## config.mk

```make
export PLATFORM = sky130hd
export DESIGN_NAME = bram_port_arbiter
export DESIGN_NICKNAME = d
export VERILOG_FILES = /design/src/rtl/bram_arb_pkg.sv /design/src/rtl/rr_arbiter.sv /design/src/rtl/bram_port_arbiter.sv
export SDC_FILE = /design/constraint.sdc
export NUM_CORES = 1
export LEC_CHECK = 0
export BUFFER_PORTS_ARGS = -buffer_cell sky130_fd_sc_hd__buf_2
export CAP_MARGIN = 20
export CORE_AREA = 5 5 78 80
export CTS_CLUSTER_DIAMETER = 150
export CTS_CLUSTER_SIZE = 16
export DETAILED_ROUTE_END_ITERATION = 10
export DIE_AREA = 0 0 83 85
export GPL_TIMING_DRIVEN = 0
export PLACE_DENSITY = 0.74
export SYNTH_ARGS = -nofsm -noshare
export SYNTH_HDL_FRONTEND = slang
export SYNTH_HIERARCHICAL = 1
export SYNTH_SLANG_ARGS = --single-unit
```

## constraint.sdc

```tcl
create_clock -name clk -period 2.9 [get_ports clk]
set_clock_uncertainty 0.2 [all_clocks]
set_input_delay 0 -clock clk [delete_from_list [all_inputs] [get_ports clk]]
set_output_delay 0 -clock clk [all_outputs]
set_load 0.05 [all_outputs]
```

## src/rtl/bram_arb_pkg.sv

```systemverilog
// Shared types and helpers for the BRAM port arbiter.
// Holds the read-return entry, grant source encoding and index math.
package bram_arb_pkg;

    localparam int ID_MAX_W = 8;

    typedef enum logic [1:0] {
        SRC_NONE,
        SRC_PRIO,
        SRC_LOCK,
        SRC_RR
    } grant_src_e;

    typedef struct packed {
        logic                valid;
        logic [ID_MAX_W-1:0] id;
    } rd_pipe_t;

    function automatic int id_width(input int n);
        return (n > 2) ? $clog2(n) : 1;
    endfunction

    // Index of the i-th candidate when scanning upward from sh, mod n.
    function automatic int rot_idx(input int i, input int sh, input int n);
        int s;
        s = i + sh;
        return (s >= n) ? s - n : s;
    endfunction

endpackage

```

## src/rtl/rr_arbiter.sv

```systemverilog
// Round-robin picker for the BRAM port arbiter.
// Finds the first request at or above ptr, wrapping around.
module rr_arbiter
    import bram_arb_pkg::*;
#(
    parameter int N = 2,
    localparam int IDW = id_width(N)
) (
    input  logic [N-1:0]   req,
    input  logic [IDW-1:0] ptr,
    output logic [N-1:0]   gnt,
    output logic [IDW-1:0] idx,
    output logic           found
);

    logic [IDW-1:0] cand;

    // Descending scan so the candidate nearest to ptr is kept last.
    always_comb begin
        gnt   = '0;
        idx   = '0;
        found = 1'b0;
        cand  = '0;
        for (int i = N - 1; i >= 0; i--) begin
            cand = IDW'(rot_idx(i, int'(ptr), N));
            if (req[cand]) begin
                idx   = cand;
                found = 1'b1;
            end
        end
        if (found) begin
            gnt[idx] = 1'b1;
        end
    end

endmodule

```

## src/rtl/bram_port_arbiter.sv

```systemverilog
// N-master arbiter for one BRAM port with lock and priority override.
// Read data returns through a latency-matched pipeline tagged by master.
module bram_port_arbiter
    import bram_arb_pkg::*;
#(
    parameter int NUM_MASTERS = 2,
    parameter int ADDR_WIDTH  = 11,
    parameter int DATA_WIDTH  = 32,
    parameter int RD_LATENCY  = 1,
    localparam int IDW = id_width(NUM_MASTERS)
) (
    input  logic                             clk,
    input  logic                             rst,
    input  logic [NUM_MASTERS-1:0]           req,
    input  logic [NUM_MASTERS-1:0]           we,
    input  logic [NUM_MASTERS-1:0]           lock,
    input  logic [NUM_MASTERS*ADDR_WIDTH-1:0] addr,
    input  logic [NUM_MASTERS*DATA_WIDTH-1:0] din,
    input  logic                             prio_en,
    input  logic [IDW-1:0]                   prio_id,
    output logic [NUM_MASTERS-1:0]           gnt,
    output logic [ADDR_WIDTH-1:0]            bram_addr_out,
    output logic [DATA_WIDTH-1:0]            bram_din_out,
    output logic                             bram_en_out,
    output logic                             bram_we_out,
    input  logic [DATA_WIDTH-1:0]            bram_dout,
    output logic [NUM_MASTERS-1:0]           rd_valid,
    output logic [DATA_WIDTH-1:0]            rd_data
);

    logic [IDW-1:0]         rr_ptr;
    logic [IDW-1:0]         lock_owner;
    logic                   lock_valid;
    logic [NUM_MASTERS-1:0] rr_gnt;
    logic [IDW-1:0]         rr_idx;
    logic                   rr_found;
    logic                   prio_hit;
    logic                   lock_hit;
    grant_src_e             src;
    logic [IDW-1:0]         win;
    logic                   granted;
    logic                   lock_set;
    logic                   lock_clr;
    rd_pipe_t               pipe [RD_LATENCY];

    rr_arbiter #(
        .N(NUM_MASTERS)
    ) u_rr (
        .req  (req),
        .ptr  (rr_ptr),
        .gnt  (rr_gnt),
        .idx  (rr_idx),
        .found(rr_found)
    );

    // Winner selection: priority override, then lock owner, then round-robin.
    always_comb begin
        prio_hit = 1'b0;
        for (int i = 0; i < NUM_MASTERS; i++) begin
            if (prio_en && prio_id == IDW'(i) && req[i]) begin
                prio_hit = 1'b1;
            end
        end
        lock_hit = lock_valid && req[lock_owner];
        src = SRC_NONE;
        win = '0;
        if (prio_hit) begin
            src = SRC_PRIO;
            win = prio_id;
        end else if (lock_hit) begin
            src = SRC_LOCK;
            win = lock_owner;
        end else if (rr_found) begin
            src = SRC_RR;
            win = rr_idx;
        end
    end

    // Grant and BRAM drive; everything reads zero when nobody wins.
    always_comb begin
        granted       = (src != SRC_NONE);
        gnt           = '0;
        bram_en_out   = 1'b0;
        bram_we_out   = 1'b0;
        bram_addr_out = '0;
        bram_din_out  = '0;
        if (granted) begin
            if (src == SRC_RR) begin
                gnt = rr_gnt;
            end else begin
                gnt[win] = 1'b1;
            end
            bram_en_out   = 1'b1;
            bram_we_out   = we[win];
            bram_addr_out = addr[int'(win)*ADDR_WIDTH +: ADDR_WIDTH];
            bram_din_out  = din[int'(win)*DATA_WIDTH +: DATA_WIDTH];
        end
    end

    // Lock events; a clear in the same cycle as a set wins.
    always_comb begin
        lock_set = granted && lock[win];
        lock_clr = lock_valid
                 && (!req[lock_owner]
                     || (granted && win == lock_owner && !lock[win]));
    end

    // Round-robin pointer and burst-lock state.
    always_ff @(posedge clk or posedge rst) begin
        if (rst) begin
            rr_ptr     <= '0;
            lock_valid <= 1'b0;
            lock_owner <= '0;
        end else begin
            if (src == SRC_LOCK || src == SRC_RR) begin
                rr_ptr <= (win == IDW'(NUM_MASTERS - 1)) ? '0 : win + IDW'(1);
            end
            if (lock_clr) begin
                lock_valid <= 1'b0;
            end else if (lock_set) begin
                lock_valid <= 1'b1;
                lock_owner <= win;
            end
        end
    end

    // Read-return tag pipeline, matched to the BRAM read latency.
    always_ff @(posedge clk or posedge rst) begin
        if (rst) begin
            for (int i = 0; i < RD_LATENCY; i++) begin
                pipe[i] <= '0;
            end
        end else begin
            pipe[0] <= '{valid: granted && !we[win], id: ID_MAX_W'(win)};
            for (int i = 1; i < RD_LATENCY; i++) begin
                pipe[i] <= pipe[i-1];
            end
        end
    end

    // Decode the pipeline head into a one-hot strobe and gated data.
    always_comb begin
        rd_valid = '0;
        rd_data  = '0;
        if (pipe[RD_LATENCY-1].valid) begin
            rd_data = bram_dout;
            for (int i = 0; i < NUM_MASTERS; i++) begin
                if (pipe[RD_LATENCY-1].id == ID_MAX_W'(i)) begin
                    rd_valid[i] = 1'b1;
                end
            end
        end
    end

endmodule

```

==> flow_summary.json, run 1 <==
{
  "status": "complete, no violations",
  "clkSlewWorstSetupHoldPaths_ps": 40,
  "worst-setup-path-type": "in2reg",
  "power_density_mw_per_mm2": 644,
  "period_share": 0.824,
  "cap_violations": 0,
  "holdBufCountCts": 6,
  "layout_commonest_cell": "buf_2",
  "cp.arrival_ps": 2350,
  "hold_violations": 0,
  "dieWidth_um": 83,
  "crit_required_ps": 2860,
  "cts_sinks": 5,
  "synth_edf_count": 0,
  "slew-limit-headroom": 0.692,
  "startpoint_type": "input port",
  "syn_to_final_growth_pct": 89.4,
  "numPortBuffers": 208,
  "core_area_mm2": 0.00534,
  "syn-num-nets": 321,
  "dr.pass1.iters": 4,
  "antenna_found_initial": 0,
  "peakVddDrop_mv": 0.285,
  "place_congestion": 0.867,
  "cts_setup_buffers": 0,
  "ff2ff_path_depth": 7,
  "fmax_mhz": 419,
  "ant_nets": 0,
  "cp.depth": 9,
  "viasPerCell": 4.35,
  "slowest_delay_ps": 570,
  "p_leak_nw": 1.73,
  "drc": 0,
  "n_antenna_cell": 0,
  "root_buffer": "clkbuf_8",
  "cp_common_cell": "dlygate4sd3_1",
  "routedWlPerCell_um": 12.9,
  "tns_ps": 0,
  "initial_core_util": 0.259,
  "ys_seq_area_frac": 0.0905,
  "clk_latency_ps": 220,
  "h-tree-depth": 1,
  "die_y_um": 85,
  "ys_async_sr_fraction": 1.00,
  "cp_max_fo": 10,
  "path_cells": "dlygate4sd3_1 -> buf_2 -> and2_1 -> o21ai_2 -> a22oi_4 -> buf_6 -> buf_12 -> a32oi_1 -> dlygate4sd3_1",
  "grt_max_degree": 12,
  "ys_ff_latch": 5,
  "nNetsFinal": 540,
  "grt_pass1_wl_um": 9870,
  "dp_hpwl_um": 5440,
  "hold_path_class": "in2reg",
  "worst_pin_slew_ps": 461,
  "cts_buffers": 3,
  "grt_pass1_vias": 2132,
  "power.total_mw": 1.69,
  "cts_tree": "built",
  "fin_crit_ps": 2390,
  "dieArea_mm2": 0.00706,
  "cp-end-kind": "flop",
  "synth_cell_types": 31,
  "io_pins": 209,
  "finalSetupViolations": 0,
  "synthCells": 193,
  "num_rows": 27,
  "cp_top_family": "buffers and inverters",
  "drive_above_1_share": 0.550,
  "final_core_util": 0.491,
  "grt_use_total": 0.167,
  "final_cell_mix": "212 x buf_2, 46 x nor2_1, 45 x mux2i_1",
  "whs_path_depth": 4,
  "rsz0062_at_grt": "false",
  "vias": 2102,
  "critPathSlowestCell": "dlygate4sd3_1",
  "holdWs_ps": 21.8,
  "ctsResizeCount": 0,
  "drtIter0Drc": 45,
  "synth_area_per_cell_um2": 7.16,
  "synthFlopType": "dfrtp_1",
  "slew_viol_final": 0,
  "path_buf_inv": 5,
  "synth_area_mm2": 0.00138,
  "wl_um": 6240,
  "synth_warnings": 6,
  "clockBufferDepth": 2,
  "overflow": 0,
  "num-fill-cells": 523
}
==> power by group <==
group / internal [mW] / switching [mW] / total (mW)
combinational: 0.433 / 1.00 / 1.44
sequential: 0.0912 / 0.0280 / 0.119
clock: 0.0948 / 0.0385 / 0.133
total: 0.619 / 1.07 / 1.69
==> worst min-delay path: cells and delay by family <==
kind                   cells  cell delay [ps]
AOI/OAI and AO/OA          1              160
buffers and inverters      1               80
muxes                      1              120
and+or+nand+nor            1               40
==> per-layer routing <==
layer / vias to the layer above / GRT usage / wire length, um
li1: 1077 / - / -
met1: 892 / 0.165 / 2190
met4: 0 / 0.0416 / 54
met5: - / 0 / 0
met2: 128 / 0.328 / 3310
met3: 5 / 0.0612 / 686
==> cell usage after synthesis, types with 2 or more instances <==
library cell,number,area (um2)
and2_1,35,219
buf_2,4,20.0
buf_12,3,60.1
nor2_1,46,173
nand3_1,2,10.0
inv_1,9,33.8
a21boi_1,3,22.5
clkbuf_1,3,11.3
a21oi_1,4,20.0
mux2i_1,45,450
nor2b_1,3,18.8
nand2_1,9,33.8
dfrtp_1,5,125
o21ai_0,5,25.0
==> flip-flops by register name, indices dropped and copies added (netlist names) <==
register / flops
lock_valid: 1
pipe: 2
rr_ptr: 1
lock_owner: 1
==> cell type report <==
cell class	instances	area (um2)	share of cell area
Tap cell	72	90.1	0.0344
Clock buffer	4	45.0	0.0172
Timing Repair Buffer	214	1100	0.420
Buffer	12	110	0.0420
Multi-Input combinational cell	167	1110	0.425
Inverter	9	33.8	0.0129
Sequential cell	5	125	0.0478
==> kinds of logic after synthesis <==
family	after synthesis	share of synthesized area
muxes	47	0.345
buffers and inverters	21	0.104
DFF	5	0.0905
and+or+nand+nor	100	0.356
AOI/OAI and AO/OA	20	0.105
==> worst paths after layout <==
| check | start | slack (ps) | end |
|---|---|---|---|
| worst max register to register | lock_owner | 540 | lock_valid |
| min in group asynchronous | rst | 30 | rr_ptr |
| worst max-delay path | prio_en | 510 | lock_valid |
| worst min-delay path | lock[1] | 20 | lock_owner |
| worst min register to register | rr_ptr | 340 | rr_ptr |
| max in group asynchronous | rst | 2280 | lock_owner |
==> stage by stage <==
step	instances	area [um2]	worst slack, ps
after floorplan	193	1380	680
after global placement	473	2510	701
after detailed placement	473	2510	686
after CTS	483	2620	447
after global routing	483	2620	337
final	483	2620	511
No activity file was read; power rests on OpenSTA's default activity.
==> run 2, diff against run 1 <==
CORE_AREA = 5 5 79 81   (was 5 5 78 80)
DIE_AREA = 0 0 84 86   (was 0 0 83 85)
PLACE_DENSITY = 0.72   (was 0.74)
clock period = 2.5 ns   (was 2.9 ns; I/O delays follow)
==> run 2 against run 1 <==
Clock power increased by 11%; non-clock buffer count is the same; first-iteration DRC count is 31% higher; combinational power increased by 15%; critical path depth did not move; die area rose by 2.4%; sequential share of layout area barely moved; global-route usage fell by 1.5 points; flip-flop and latch count did not move; wire length down 3.3%; final cell count is the same; critical path type unchanged; largest cell class unchanged.
==> flow_summary.json, run 2 (synthesis gave the netlist of run 1 again) <==
{
  "routedWlPerCell_um": 12.5,
  "dieWidth_um": 84,
  "reg2reg_slack_ps": 190,
  "rsz0062_at_grt": "false",
  "peakVddDrop_mv": 0.368,
  "syn_to_final_growth_pct": 89.8,
  "grt_max_degree": 12,
  "dieArea_mm2": 0.00722,
  "p_leak_nw": 1.73,
  "cts_tree": "built",
  "top_register": "pipe",
  "drive_above_1_share": 0.550,
  "crit_required_ps": 2460,
  "ff2ff_path_depth": 7,
  "slew_viol_final": 0,
  "startpoint_type": "input port",
  "root_buffer": "clkbuf_8",
  "viasPerCell": 4.39,
  "grt_pass1_vias": 2126,
  "cts_buffers": 3,
  "nNetsFinal": 540,
  "drc": 0,
  "hold_start": "lock[1]",
  "r2r-start": "lock_owner",
  "tns_ps": 0,
  "hold_path_class": "in2reg",
  "period_share": 0.936,
  "top_usage_layer": "met2",
  "clk_latency_ps": 220,
  "fmax_mhz": 427,
  "cts_setup_buffers": 0,
  "power_density_mw_per_mm2": 743,
  "hold_violations": 0,
  "die_y_um": 86,
  "met2_usage": 0.308,
  "cp_max_fo": 10,
  "min_to": "lock_owner",
  "num_rows": 27,
  "status": "complete, no violations",
  "cap_violations": 0,
  "fin_crit_ps": 2340,
  "worst-setup-path-type": "in2reg",
  "final_core_util": 0.485,
  "vias": 2119,
  "grt_pass1_wl_um": 9230,
  "initial_core_util": 0.256,
  "layout_commonest_cell": "buf_2",
  "wl_um": 6030,
  "dp_hpwl_um": 5310,
  "cp.arrival_ps": 2300,
  "place_congestion": 0.855,
  "drtIter0Drc": 59,
  "gr-usage-met3": 0.0528,
  "dr.pass1.iters": 4,
  "numPortBuffers": 208,
  "slew-limit-headroom": 0.804,
  "whs_path_depth": 4,
  "grt_use_total": 0.152,
  "final_cell_mix": "212 x buf_2, 46 x nor2_1, 45 x mux2i_1",
  "overflow": 0,
  "worst_pin_slew_ps": 293,
  "clkSlewWorstSetupHoldPaths_ps": 40,
  "finalSetupViolations": 0,
  "grt_util_met1": 0.140,
  "largest_reg_flops": 2,
  "core_area_mm2": 0.00541,
  "clockBufferDepth": 2,
  "r2r-end": "lock_valid",
  "cp-end-kind": "flop",
  "h-tree-depth": 1,
  "n_antenna_cell": 0,
  "cts_sinks": 5,
  "io_pins": 209,
  "ant_nets": 0,
  "antenna_found_initial": 0
}
## run 2: cell types whose count changed in the layout (fill, tap and decap cells not counted)
cell and delta:
nor2_2 -1, nor2_4 +1
## run 2: routing by layer
metal,up-vias,share of wire,wire (um)
met5,-,0,0
met4,0,0.012,75
met3,6,0.11,661
li1,1074,-,-
met2,124,0.55,3340
met1,915,0.32,1950
## run 2: worst max path at each step
stage,to,start,slack [ps]
2_1_floorplan,gnt[1],lock_owner,280
3_3_place_gp,bram_addr_out[6],lock_owner,310
3_5_place_dp,bram_din_out[6],lock_owner,310
4_1_cts,bram_din_out[6],lock_owner,60
5_1_grt,pipe[8],prio_en,60
6_report,lock_valid,prio_en,160
## run 2: what timing repair did
action,in CTS,in global routing
hold buffers,6,0
setup endpoints to repair,0,40
resized for setup,0,1
hold endpoints to repair,9,0
## run 2: per-stage QoR
stage	instances	area, um2	hold WS, ps	power, mW	setup slack (ps)
3_5_place_dp	473	2510	-287	1.79	305
5_1_grt	483	2620	44.9	2.06	59.6
3_3_place_gp	473	2510	-290	1.78	314
6_report	483	2620	13.6	1.95	159
4_1_cts	483	2620	19.3	1.97	59.8
2_1_floorplan	193	1380	-421	1.41	280
## run 2: final cells by class
| type | count | area, um2 |
|---|---|---|
| fillers | 547 | 2780 |
| multi-input cells | 167 | 1120 |
| repair buffers | 214 | 1100 |
| flip-flops and latches | 5 | 125 |
| plain buffers | 12 | 110 |
| well taps | 72 | 90.1 |
| clock buffers | 4 | 45.0 |
| inverters | 9 | 33.8 |
## run 2: worst max-delay path: stages
cell and delay [ps]:
dlygate4sd3_1 530, buf_2 140, and2_1 160, o21ai_2 260
a22oi_4 130, buf_6 170, buf_12 160, a32oi_1 170
dlygate4sd3_1 560
## run 2: power breakdown
part	internal (mW)	switching (mW)	leakage [nW]
clock	0.109	0.0387	0.0228
combinational	0.503	1.16	1.64
sequential	0.106	0.0314	0.0616
total	0.718	1.23	1.73
